## src/rtl/inv_shift_rows_serial.sv

```systemverilog
// inv_shift_rows_serial: byte-serial AES InvShiftRows stage.
// A 16-byte state arrives as a valid/ready byte stream (byte 0 first), is
// buffered in one of BANKS block buffers, and leaves as a valid/ready byte
// stream in InvShiftRows order. BANKS=2 ping-pongs so fill and drain overlap.
// Optional feature macro: ISR_FWD_MODE_EN adds a per-block fwd input that
// selects forward ShiftRows instead of InvShiftRows for that block.
module inv_shift_rows_serial #(
    parameter int unsigned BANKS = 2
) (
    input  logic       clk,
    input  logic       rst_n,
    input  logic       in_valid,
    output logic       in_ready,
    input  logic [7:0] in_data,
    input  logic       in_last,
`ifdef ISR_FWD_MODE_EN
    input  logic       fwd,
`endif
    output logic       out_valid,
    input  logic       out_ready,
    output logic [7:0] out_data,
    output logic       out_last,
    output logic       err
);

    localparam int unsigned NB = (BANKS == 2) ? 2 : 1;

    // Source byte index for output byte k = 4c+r (column-major state).
    // Inverse: column (c-r) mod 4; forward: column (c+r) mod 4.
    function automatic logic [3:0] src_idx(input logic [3:0] k, input logic fwd_m);
        logic [1:0] col;
        col = fwd_m ? (k[3:2] + k[1:0]) : (k[3:2] - k[1:0]);
        return {col, k[1:0]};
    endfunction

    logic [7:0]    mem_q [NB][16];
    logic [7:0]    mem_d [NB][16];
    logic [3:0]    wr_cnt_q, wr_cnt_d;
    logic [3:0]    rd_cnt_q, rd_cnt_d;
    logic          wr_bank_q, wr_bank_d;
    logic          rd_bank_q, rd_bank_d;
    logic [NB-1:0] full_q, full_d;
    logic          err_q, err_d;
    logic          in_acc, out_acc;
    logic          bank_fwd;
    logic [3:0]    rd_src;

`ifdef ISR_FWD_MODE_EN
    logic [NB-1:0] fwd_q, fwd_d;
    assign bank_fwd = fwd_q[rd_bank_q];
`else
    assign bank_fwd = 1'b0;
`endif

    // Handshake and output datapath; everything visible is forced idle in reset.
    always_comb begin
        in_ready  = rst_n & ~full_q[wr_bank_q];
        out_valid = rst_n & full_q[rd_bank_q];
        in_acc    = in_valid & in_ready;
        out_acc   = out_valid & out_ready;
        rd_src    = src_idx(rd_cnt_q, bank_fwd);
        out_data  = out_valid ? mem_q[rd_bank_q][rd_src] : 8'h00;
        out_last  = out_valid & (rd_cnt_q == 4'd15);
        err       = err_q;
    end

    // Next-state for write/read pointers, bank flags, stored data and error.
    always_comb begin
        mem_d     = mem_q;
        wr_cnt_d  = wr_cnt_q;
        rd_cnt_d  = rd_cnt_q;
        wr_bank_d = wr_bank_q;
        rd_bank_d = rd_bank_q;
        full_d    = full_q;
        err_d     = err_q;
`ifdef ISR_FWD_MODE_EN
        fwd_d     = fwd_q;
        if (in_acc && (wr_cnt_q == 4'd0)) begin
            fwd_d[wr_bank_q] = fwd;
        end
`endif
        if (in_acc) begin
            mem_d[wr_bank_q][wr_cnt_q] = in_data;
            if (wr_cnt_q == 4'd15) begin
                full_d[wr_bank_q] = 1'b1;
                wr_bank_d         = (NB == 2) ? ~wr_bank_q : 1'b0;
                wr_cnt_d          = 4'd0;
                if (!in_last) begin
                    err_d = 1'b1;
                end
            end else if (in_last) begin
                // Early last: drop the partial block, restart at byte 0.
                wr_cnt_d = 4'd0;
                err_d    = 1'b1;
            end else begin
                wr_cnt_d = wr_cnt_q + 4'd1;
            end
        end
        // Drain side only ever clears a bank the write side is not filling.
        if (out_acc) begin
            if (rd_cnt_q == 4'd15) begin
                full_d[rd_bank_q] = 1'b0;
                rd_bank_d         = (NB == 2) ? ~rd_bank_q : 1'b0;
                rd_cnt_d          = 4'd0;
            end else begin
                rd_cnt_d = rd_cnt_q + 4'd1;
            end
        end
    end

    // Control state registers with synchronous active-low reset.
    always_ff @(posedge clk) begin
        if (!rst_n) begin
            wr_cnt_q  <= 4'd0;
            rd_cnt_q  <= 4'd0;
            wr_bank_q <= 1'b0;
            rd_bank_q <= 1'b0;
            full_q    <= '0;
            err_q     <= 1'b0;
`ifdef ISR_FWD_MODE_EN
            fwd_q     <= '0;
`endif
        end else begin
            wr_cnt_q  <= wr_cnt_d;
            rd_cnt_q  <= rd_cnt_d;
            wr_bank_q <= wr_bank_d;
            rd_bank_q <= rd_bank_d;
            full_q    <= full_d;
            err_q     <= err_d;
`ifdef ISR_FWD_MODE_EN
            fwd_q     <= fwd_d;
`endif
        end
    end

    // Block buffer storage; contents are don't-care until a bank is marked full.
    always_ff @(posedge clk) begin
        mem_q <= mem_d;
    end

endmodule
```

## config.mk

```make
export PLATFORM = sky130hd
export DESIGN_NAME = inv_shift_rows_serial
export DESIGN_NICKNAME = d
export VERILOG_FILES = /design/src/rtl/inv_shift_rows_serial.sv
export SDC_FILE = /design/constraint.sdc
export NUM_CORES = 1
export LEC_CHECK = 0
export ABC_AREA = 1
export BUFFER_PORTS_ARGS = -buffer_cell sky130_fd_sc_hd__buf_4
export CAP_MARGIN = 15
export CORE_MARGIN = 10
export CORE_UTILIZATION = 46
export DETAILED_ROUTE_END_ITERATION = 6
export GPL_TIMING_DRIVEN = 0
export MAX_ROUTING_LAYER = met4
export PLACE_DENSITY_LB_ADDON = 0.08
export SLEW_MARGIN = 20
export SYNTH_ARGS = -nofsm -noshare
export SYNTH_HDL_FRONTEND = slang
export SYNTH_SLANG_ARGS = --single-unit
```

## constraint.sdc

```tcl
create_clock -name clk -period 3.5 [get_ports clk]
set_input_delay 0.35 -clock clk [delete_from_list [all_inputs] [get_ports clk]]
set_output_delay 0.35 -clock clk [all_outputs]
set_load 0.1 [all_outputs]
```

== Yosys cells after proc, flatten, opt, wreduce, memory -nomap -nowiden ==
Index checks and enable logic that the tools add are counted.
W data, S select, Z words.
Operators by class
  shift operators: 0
  muxes and demuxes: 30
  multipliers: 0
  bitwise operators: 15
  equal/unequal tests: 3
  divide/modulo/power cells: 0
  $add $sub $neg: 3
  reductions and logical operators: 8
  $lt $le $gt $ge: 10
Operators with widths (count)
  $mux W128: 4
  $bwmux W256: 1
  $demux W128 S1: 1
  $bmux W8 S4: 1
  $demux W8 S4: 1
  $mux W8: 4
  $mux W4: 3
  $ge A5 B5 Y1 const B: 2
  $not A4 Y5: 2
  $mux W1: 9
  $add A4 B1 Y4 const B: 2
  $eq A4 B4 Y1 const B: 2
  $mux W2: 4
  $and A1 B1 Y1: 5
  $lt A5 B1 Y1 const B: 1
  $ge A2 B2 Y1 const B: 2
  $logic_and A1 B1 Y1: 4
  $lt A1 B2 Y1 const B: 2
  $not A1 Y2: 2
  $reduce_and A2 Y1: 2
  $not A1 Y1: 3
  $reduce_and A3 Y1: 1
  $and A2 B2 Y2: 1
  $demux W1 S1: 2
  7 further kinds: 8
Storage, ports and cells
  memory bits (read-only): 0
  bits in registers: 269
  memory bits (writable): 0
  memories kept: 0
  output and inout port bits: 12
  logic and storage cells: 107
  bits in latches: 0

== Logic depth before layout (Yosys ltp) ==
Gate-level depths: netlist of run 1.
  depth in word-level cells: 10
  gate-level depth with buffers: 12
  gate-level depth less buffers: 9

== Worst setup path after synthesis of run 1 ==
No wires, ideal clock.
  kind: input port to output port
  start point: input port rst_n
  end point: output port out_last
  path buffers: 1
  slack: -0.436 ns
  stages: 5
  arrival: 3.586 ns
  cells stage by stage: buf_2 -> inv_2 -> nor2_1 -> o21ai_2 -> nor4_1
Between the ends
  cells in the longest elaborated chain, start to end: 2
RTL lines
  start, declared: RTL line 11  | input logic rst_n,
  $and A1 B1 Y1: RTL line 58  | out_valid = rst_n & full_q[rd_bank_q];
  $and A1 B1 Y1: RTL line 63  | out_last = out_valid & (rd_cnt_q == 4'd15);
  end, declared: RTL line 22  | output logic out_last,
No other way between the ends.

== Final worst setup path of run 1 ==
  start point: register rd_cnt_q[0]
  end point: output port out_data[3]
Between the ends
  cells in the longest elaborated chain, start to end: 6
RTL lines
  start, declared: RTL line 39  | logic [3:0] rd_cnt_q, rd_cnt_d;
  start signal, assigned: RTL line 125  | rd_cnt_q <= rd_cnt_d;
  $sub A2 B2 Y2: RTL line 32  | col = fwd_m ? (k[3:2] + k[1:0]) : (k[3:2] - k[1:0]);
  $not A4 Y5 (not written as such) *: RTL line 62  | out_data = out_valid ? mem_q[rd_bank_q][rd_src] : 8'h00;
  $bmux W8 S4 *: RTL line 62
  $mux W8 (not written as such) * (2 in a row): RTL line 62
  $mux W8 *: RTL line 62
  end, declared: RTL line 21  | output logic [7:0] out_data,
Mark *: on every way between the ends. The rest lies on a longest branch, timed or not. The select of a mux whose other input is x is not followed.

==> flow_summary_export.csv, run 1 <==
group,metric,value,unit
worst_setup_path,worstPathRequired,3.15,ns
finish,synthToLayoutAreaGrowth,13.1,%
min_path,holdPathEnd,"wr_cnt_q[0]",
pwr,power.leakage,5.02,nW
floorplanning,core,0.0250,mm2
min_path,min_from,"in_last",
worst_setup_path,r2r_slack,0.86,ns
clocking,h-tree-depth,1,
worst_setup_path,critPathCaptureType,"output pin",
finish,drive_gt1_frac,0.109,
floorplanning,die_h,179,um
clocking,cts.clk_slew.worst_paths,0.06,ns
min_path,whs_path_depth,4,
clocking,clock_latency,0.56,ns
pwr,finalPower,6.60,mW
placement,port_buffers,23,
sta,slew_viol_final,0,
global_route,grt_pass1_wl,50.3,mm
worst_setup_path,reg2reg_from,"wr_bank_q",
logic_synthesis,syn_inst,1115,
logic_synthesis,yosys.area_share.simple,0.228,
sta,skew,0.0233,ns
logic_synthesis,synth_area,0.0116,mm2
global_route,grt_max_degree,33,
flow_run,max_cap_viol_count,0,
logic_synthesis,synth_area_per_cell,10.4,um2
sta,tightest_slew,0.983,ns
sta,max_clock_freq,299,MHz
drt,first_pass_iters,5,
drt,wl_per_cell,22.8,um
worst_setup_path,critPathMaxFanout,10,
pwr,p_per_area,504,mW/mm2
placement,place_congestion,0.933,
clocking,cts_made_buffers,30,
outcome,outcome,"completed",
finish,nFillCells,2255,
drt,antenna_left,0,
sta,max_slew_margin,0.344,
clocking,cts_tree,"done",
clocking,numClockSinks,269,
drt,wl,34.8,mm
logic_synthesis,synthAdderAreaFrac,0.00648,
drt,via_per_inst,5.33,
min_path,hold_class,"in -> reg",
drt,vias,8111,
global_route,grt_pass1_vias,7757,
pwr,ir_drop,0.410,mV
clocking,cts-root-buf,"clkbuf_16",
sta,fin_crit,3.35,ns
finish,finish.utilization,0.525,
global_route,antenna_found_initial,0,
worst_setup_path,timing.rr.end,"mem_q[209]",
clocking,cts_buffer_depth,3,
logic_synthesis,yosysSeqAreaShare,0.686,
worst_setup_path,start_kind,"register",
logic_synthesis,ys_seq_elements,269,
worst_setup_path,crit_arrival,3.00,ns
finish,fin_nets,1188,
finish,diodes,0,
sta,fin_crit_sh,0.956,
floorplanning,fp-row-count,58,
worst_setup_path,crit_type,"reg -> out",
floorplanning,ioPinCount,25,
sta,fin_setup_tns,0,ns
drt,drc_errors,0,
placement,dp_hpwl,22.4,mm
logic_synthesis,synth_warnings,0,
worst_setup_path,r2r_cells,7,
logic_synthesis,synth_top_family_by_area,"simple AND/OR/NAND/NOR gates",
sta,rsz0062_at_grt,"false",
floorplanning,dieArea,0.0319,mm2
floorplanning,initial_core_util,0.464,
global_route,gr-total-overflow,0,
logic_synthesis,synth-xor-area-share,0.00475,
clocking,postCtsHoldBufs,0,
sta,finalHoldViolations,0,
logic_synthesis,synth_compound_area_frac,0.0237,
logic_synthesis,ys_types,28,
global_route,grtUsageTotal,0.224,
drt,drtIter0Drc,979,
sta,finalSetupViolations,0,
floorplanning,die_w,179,um
logic_synthesis,syn-num-nets,1134,
logic_synthesis,muxShareOfSynthArea,0,
critical path: stages (launching register included):
cell and delay (ns):
dfxtp_1 0.38, buf_2 0.32, buf_1 0.59, nand3_1 0.15, nand3_1 0.14, nand3_1 0.17
nand3_1 0.19, nand2_1 0.10, nor2_2 0.09, buf_4 0.29
synthesized netlist by cell type:
cell / instances / area [um2]
a211oi_1: 1 / 7.51
a21oi_1: 15 / 75.1
a21oi_2: 1 / 8.76
a31oi_1: 1 / 6.26
buf_1: 10 / 37.5
buf_2: 28 / 140
buf_4: 1 / 7.51
clkbuf_1: 18 / 67.6
dfxtp_1: 13 / 260
edfxtp_1: 256 / 7690
ha_1: 6 / 75.1
inv_1: 77 / 289
inv_2: 10 / 37.5
inv_4: 1 / 6.26
nand2_1: 359 / 1350
nand2_2: 1 / 6.26
nand3_1: 141 / 706
nand3_2: 1 / 10.0
nor2_1: 115 / 432
nor2_2: 9 / 56.3
nor3_1: 7 / 35.0
nor4_1: 1 / 6.26
o211ai_1: 1 / 7.51
o21ai_0: 13 / 65.1
o21ai_1: 19 / 95.1
o21ai_2: 1 / 8.76
or2_1: 7 / 43.8
xor2_4: 2 / 55.1
cell type report:
class | count | area [um2] | area share
Tap cell | 330 | 413 | 0.0315
Inverter | 88 | 333 | 0.0254
Clock inverter | 15 | 98.8 | 0.00755
Buffer | 56 | 264 | 0.0202
Clock buffer | 41 | 813 | 0.0621
Multi-Input combinational cell | 701 | 3060 | 0.233
Timing Repair Buffer | 23 | 173 | 0.0132
Sequential cell | 269 | 7950 | 0.607
cell usage in the layout, fill, tap and decap left out, types with 5 or more instances in the layout:
cell	instances
buf_2	27
clkbuf_16	31
nand2_1	359
or2_1	7
dfxtp_1	13
clkbuf_2	10
buf_1	7
ha_1	5
nor2_2	9
clkinv_1	6
nor2_1	115
o21ai_1	19
buf_4	24
inv_2	10
o21ai_0	13
nor3_1	7
clkinv_2	6
inv_1	77
nand3_1	141
edfxtp_1	256
clkbuf_1	20
a21oi_1	15
cell families after synthesis:
family                   after synthesis
XOR/XNOR                               2
adder cells (fa/ha/maj)                6
AND/OR/NAND/NOR                      641
AO/OA/AOI/OAI                         52
buffers and inverters                145
flip-flops                           269
sequential cells by signal (all words and copies together), names as in the netlist:
| signal | cells |
|---|---|
| wr_cnt_q | 4 |
| wr_bank_q | 1 |
| full_q | 2 |
| rd_cnt_q | 4 |
| mem_q | 256 |
| err | 1 |
| rd_bank_q | 1 |
what timing repair did:
action | CTS | global route
endpoints found under the hold margin | 0 | 0
resized for setup | 2 | 16
setup buffers | 0 | 0
setup endpoints to repair | 8 | 8
power by group:
group          total (mW)  leakage [nW]  switching (mW)  internal (mW)
clock network        2.94         0.445            1.25           1.69
logic               0.130          2.17           0.106         0.0241
registers            3.53          2.41         0.00338           3.53
total                6.60          5.02            1.36           5.25
through the flow:
step | instance area [um2] | setup WS [ns] | hold slack [ns] | std cells
after floorplan | 11600 | 0.393 | 0.449 | 1115
after CTS | 13100 | 0.00770 | 0.0991 | 1523
after detailed placement | 12200 | 0.327 | 0.476 | 1468
after global routing | 13100 | 0.00137 | 0.118 | 1523
after global placement | 12200 | 0.336 | 0.465 | 1468
final | 13100 | 0.153 | 0.113 | 1523
layer usage:
metal / track usage / wire (um) / up-vias
met3: 0.0545 / 3590 / 86
met5: - / 0 / -
met1: 0.290 / 14400 / 3838
li1: - / - / 3812
met4: 0.0844 / 1300 / 0
met2: 0.337 / 15500 / 375
how the worst max path moves through the flow:
stage | from | end | slack [ns] | cells after the start
5_1_grt | rd_bank_q | out_data[6] | 0.001 | 11
2_1_floorplan | rd_cnt_q[2] | out_data[4] | 0.39 | 9
6_report | rd_cnt_q[0] | out_data[3] | 0.15 | 9
3_3_place_gp | rd_cnt_q[2] | out_data[5] | 0.34 | 10
4_1_cts | rd_cnt_q[0] | out_data[5] | 0.008 | 11
3_5_place_dp | rd_cnt_q[2] | out_data[5] | 0.33 | 10
No activity file was read; power rests on OpenSTA's default activity.
==> inputs of run 2 (changes only) <==
--- a/config.mk
+++ b/config.mk
@@ -7,8 +7,7 @@
 export LEC_CHECK = 0
 export ABC_AREA = 1
 export BUFFER_PORTS_ARGS = -buffer_cell sky130_fd_sc_hd__buf_4
-export CAP_MARGIN = 15
-export CORE_MARGIN = 10
+export CORE_MARGIN = 3
 export CORE_UTILIZATION = 46
 export DETAILED_ROUTE_END_ITERATION = 6
 export GPL_TIMING_DRIVEN = 0
==> run 2 against run 1 <==
Effect of this change: combinational power shrank 3%; clock power shrank 5%; first-iteration DRC count shrank 15%; largest power group unchanged; critical path type unchanged; clock skew shrank 0.013 ns; wire length shrank 0.61%.
==> flow_summary_export.csv, run 2 (synthesis results as in run 1) <==
group,metric,value,unit
finish,fin_cells,1513,
worst_setup_path,worstPathRequired,3.15,ns
sta,fin_ws,0.0527,ns
drt,antenna_left,0,
worst_setup_path,crit_type,"reg -> out",
clocking,cts.clk_slew.worst_paths,0.06,ns
finish,final_cell_mix,"nand2_1, edfxtp_1, nand3_1",
sta,fin_setup_tns,0,ns
sta,rsz0062_at_grt,"false",
clocking,cts_tree,"done",
floorplanning,dieArea,0.0271,mm2
global_route,grt_max_degree,33,
drt,vias,8056,
worst_setup_path,critPathMaxFanout,10,
pwr,ir_drop,0.486,mV
finish,top_register,"mem_q",
clocking,cts_buffer_depth,3,
sta,fin_crit,3.45,ns
outcome,outcome,"completed",
sta,tightest_slew,1.00,ns
placement,place_congestion,0.938,
floorplanning,ioPinCount,25,
floorplanning,initial_core_util,0.472,
floorplanning,die_h,165,um
pwr,power.leakage,4.99,nW
finish,drive_gt1_frac,0.104,
floorplanning,core,0.0245,mm2
finish,reg.largest.list,"mem_q (256), rd_cnt_q (4), wr_cnt_q (4)",
global_route,gr-total-overflow,0,
sta,holdWs,0.141,ns
clocking,cts-root-buf,"clkbuf_16",
finish,stdcell_area,0.0130,mm2
placement,dp_hpwl,22.4,mm
global_route,grt_pass1_wl,49.9,mm
drt,wl_per_cell,22.9,um
finish,fin_nets,1187,
pwr,p_per_area,495,mW/mm2
global_route,grt_pass1_vias,7647,
placement,dp.cells,1462,
drt,drc_errors,0,
sta,max_clock_freq,290,MHz
finish,largest_reg_flops,256,
worst_setup_path,start_kind,"register",
worst_setup_path,crit_arrival,3.10,ns
sta,skew,0.0104,ns
drt,drtIter0Drc,835,
finish,final_common_cell,"nand2_1",
clocking,clock_latency,0.55,ns
clocking,cts_setup_buffers,0,
placement,place_ws,0.353,ns
global_route,grtUsageTotal,0.267,
placement,port_buffers,23,
finish,synthToLayoutAreaGrowth,12.5,%
sta,slew_viol_final,0,
placement,postPlaceCellArea,0.0122,mm2
clocking,postCtsHoldBufs,0,
sta,max_slew_margin,0.330,
drt,first_pass_iters,5,
pwr,finalPower,6.45,mW
drt,wl,34.6,mm
floorplanning,die_w,165,um
worst_setup_path,critPathCaptureType,"output pin",
sta,finalSetupViolations,0,
min_path,hold_class,"in -> reg",
drt,via_per_inst,5.32,
global_route,antenna_found_initial,0,
clocking,h-tree-depth,1,
finish,finish.utilization,0.531,
finish,diodes,0,
floorplanning,fp-row-count,57,
sta,finalHoldViolations,0,
flow_run,max_cap_viol_count,0,
sta,fin_crit_sh,0.985,
clocking,numClockSinks,269,
clocking,cts_made_buffers,29,
run 2: cell count changes in the layout (fill, tap and decap cells not counted):
cell / previous run / this run
clkbuf_16: 31 / 29
clkbuf_2: 10 / 8
clkbuf_1: 20 / 21
clkinv_4: 1 / 0
clkinvlp_4: 1 / 0
ha_1: 5 / 6
ha_2: 1 / 0
inv_6: 0 / 1
run 2: final cells by class:
type,instances,area [um2]
inverters,88,333
multi-input cells,701,3050
fillers,2217,11500
flip-flops and latches,269,7950
repair buffers,23,173
clock buffers,38,759
clock inverters,14,91.3
plain buffers,56,262
well taps,324,405
run 2: metal layers:
layer | part of all wire | up-vias | GRT usage
met5 | 0 | - | -
met4 | 0.032 | 0 | 0.0682
met3 | 0.081 | 68 | 0.0497
met2 | 0.46 | 333 | 0.415
met1 | 0.43 | 3849 | 0.367
li1 | - | 3806 | -
run 2: report_power, final:
group / switching (mW) / leakage (nW) / total [mW] / internal, mW
sequential: 0.00327 / 2.41 / 3.53 / 3.53
combinational: 0.102 / 2.16 / 0.126 / 0.0240
clock: 1.20 / 0.420 / 2.79 / 1.59
total: 1.31 / 4.99 / 6.45 / 5.14
run 2: critical path: stages, from the launching register on:
cell,delay [ns]
dfxtp_1,0.29
buf_2,0.19
inv_2,0.07
buf_2,0.30
buf_2,0.36
nand2_1,0.09
nand3_1,0.10
nand2_1,0.19
nand2_1,0.12
nand3_1,0.12
nand3_1,0.11
nand2_1,0.13
nor2_2,0.16
buf_4,0.31
run 2: worst paths after layout:
kind,endpoint,slack [ns],startpoint,cells past startpoint
worst min register to register,err,0.49,err,2
worst max register to register,mem_q[177],0.82,wr_bank_q,7
worst max-delay path,out_data[1],0.05,rd_bank_q,13
worst min-delay path,rd_cnt_q[2],0.14,rst_n,3
run 2: repair_timing:
action                                  4_1_cts  5_1_grt
resized for setup                             1       13
hold endpoints to repair                      0        0
pin swaps                                     0        0
endpoints found under the setup margin        8        6
==> inputs of run 3 (changes only) <==
--- a/config.mk
+++ b/config.mk
@@ -13,6 +13,7 @@
 export GPL_TIMING_DRIVEN = 0
 export MAX_ROUTING_LAYER = met4
 export PLACE_DENSITY_LB_ADDON = 0.08
+export REMOVE_ABC_BUFFERS = 1
 export SLEW_MARGIN = 20
 export SYNTH_ARGS = -nofsm -noshare
 export SYNTH_HDL_FRONTEND = slang
==> run 3 against run 2 <==
Effect of this change: count of clock-buffer cells in the layout shrank 5; largest cell class unchanged; combinational power is essentially flat; wire length shrank 20%; power grew 6.7%; register-to-register slack gained 0.21 ns; highest routed layer unchanged.
==> flow_summary_export.csv, run 3 (synthesis results as in run 1) <==
group,metric,value,unit
finish,stdcell_area,0.0132,mm2
worst_setup_path,critPathCaptureType,"output pin",
sta,finalSetupViolations,0,
sta,finalHoldViolations,0,
drt,drc_errors,0,
worst_setup_path,cp-startpoint,"rd_cnt_q[1]",
outcome,outcome,"completed",
sta,fin_crit,3.32,ns
placement,dp.cells,1411,
floorplanning,initial_core_util,0.472,
global_route,antenna_found_initial,0,
finish,final_common_cell,"nand2_1",
global_route,grt_pass1_wl,42.0,mm
flow_run,max_cap_viol_count,0,
pwr,ir_drop,0.424,mV
min_path,hold_class,"in -> reg",
placement,place_congestion,0.862,
finish,fin_nets,1143,
worst_setup_path,worst-path-buf-inv,4,
worst_setup_path,critPathMaxFanout,33,
placement,place_ws,0.124,ns
min_path,min_from,"rst_n",
placement,port_buffers,24,
finish,largest_reg_flops,256,
sta,max_slew_margin,0.382,
floorplanning,die_w,165,um
clocking,cts_buffer_depth,3,
finish,drive_gt1_frac,0.0952,
clocking,cts.clk_slew.worst_paths,0.06,ns
clocking,cts-root-buf,"clkbuf_16",
worst_setup_path,reg2reg_from,"wr_bank_q",
worst_setup_path,worstPathRequired,3.15,ns
floorplanning,core,0.0245,mm2
finish,finish.utilization,0.537,
sta,skew,0.0153,ns
worst_setup_path,path_cells,"buf_16 -> inv_2 -> xor2_4 -> inv_4 -> nand2_1 -> nor2_1 -> nor2_2 -> buf_4",
finish,multiInputGateArea,0.00306,mm2
clocking,cts_tree,"done",
drt,drtIter0Drc,663,
pwr,p_per_area,522,mW/mm2
worst_setup_path,crit_type,"reg -> out",
clocking,postCtsHoldBufs,0,
floorplanning,fp-row-count,57,
clocking,numClockSinks,269,
worst_setup_path,start_kind,"register",
floorplanning,dieArea,0.0271,mm2
sta,tightest_slew,0.926,ns
drt,via_per_inst,5.15,
pwr,finalPower,6.88,mW
sta,slew_viol_final,0,
finish,fin_cells,1470,
floorplanning,die_h,165,um
global_route,grt_pass1_vias,7090,
floorplanning,ioPinCount,25,
sta,rsz0062_at_grt,"false",
sta,fin_setup_tns,0,ns
finish,final_cell_mix,"nand2_1, edfxtp_1, nand3_1",
finish,reg.largest.list,"mem_q (256), rd_cnt_q (4), wr_cnt_q (4)",
pwr,power.leakage,5.01,nW
worst_setup_path,cp_slowest_cell,"inv_2",
finish,synthToLayoutAreaGrowth,13.8,%
global_route,grtUsageTotal,0.213,
drt,first_pass_iters,6,
worst_setup_path,crit_arrival,2.97,ns
sta,fin_ws,0.177,ns
placement,dp_hpwl,15.2,mm
clocking,clock_latency,0.53,ns
drt,wl,27.5,mm
sta,holdWs,0.124,ns
drt,wl_per_cell,18.7,um
sta,max_clock_freq,301,MHz
clocking,h-tree-depth,1,
global_route,gr-total-overflow,0,
drt,vias,7573,
finish,nFillCells,2141,
placement,postPlaceCellArea,0.0121,mm2
worst_setup_path,critical-path-top-delay-family,"buffers and inverters",
finish,register_area,0.00796,mm2
global_route,grt_max_degree,59,
finish,top_register,"mem_q",
drt,antenna_left,0,
sta,fin_crit_sh,0.949,
clocking,cts_made_buffers,29,
worst_setup_path,slowest_delay,0.68,ns
## run 3: cell count changes in the layout (fill, tap and decap cells not counted), moves of 4 or more
cell / change
clkbuf_1: -17
buf_1: -7
buf_16: +5
buf_2: -27
bufinv_16: +6
buf_4: +4
clkbuf_2: -8
## run 3: area by class of cell
cell class	count	area share
tap	324	0.0308
antenna	1	0.000190
timing repair buffer	35	0.0297
clock inverter	19	0.0205
multi-input combinational	701	0.232
sequential	269	0.604
inverter	88	0.0265
clock buffer	33	0.0562
## run 3: worst min-delay path, stage by stage
cell	delay [ns]
buf_4	0.14
nand3_1	0.08
inv_1	0.05
## run 3: worst paths after layout
path / end / slack [ns] / cells after the start
max reg2reg: mem_q[46] / 1.03 / 6
min reg2reg: full_q[1] / 0.48 / 2
min: rd_cnt_q[2] / 0.12 / 3
max: out_data[2] / 0.18 / 8
## run 3: report_power, final
part	leakage (nW)	switching (mW)	internal (mW)
registers	2.41	0.00365	3.53
clock network	0.493	1.20	2.03
logic	2.11	0.101	0.0241
## run 3: metal layers
metal,vias up,share of wire,track usage
met3,42,0.040,0.0316
li1,3726,-,-
met1,3675,0.46,0.296
met5,-,0,-
met2,130,0.47,0.336
met4,0,0.025,0.0530
## run 3: repair_timing
item                                    CTS  global route
cloned                                    1             0
resized for setup                         3             2
endpoints found under the hold margin     0             0
endpoints found under the setup margin    8             8
buffers inserted                          2             3
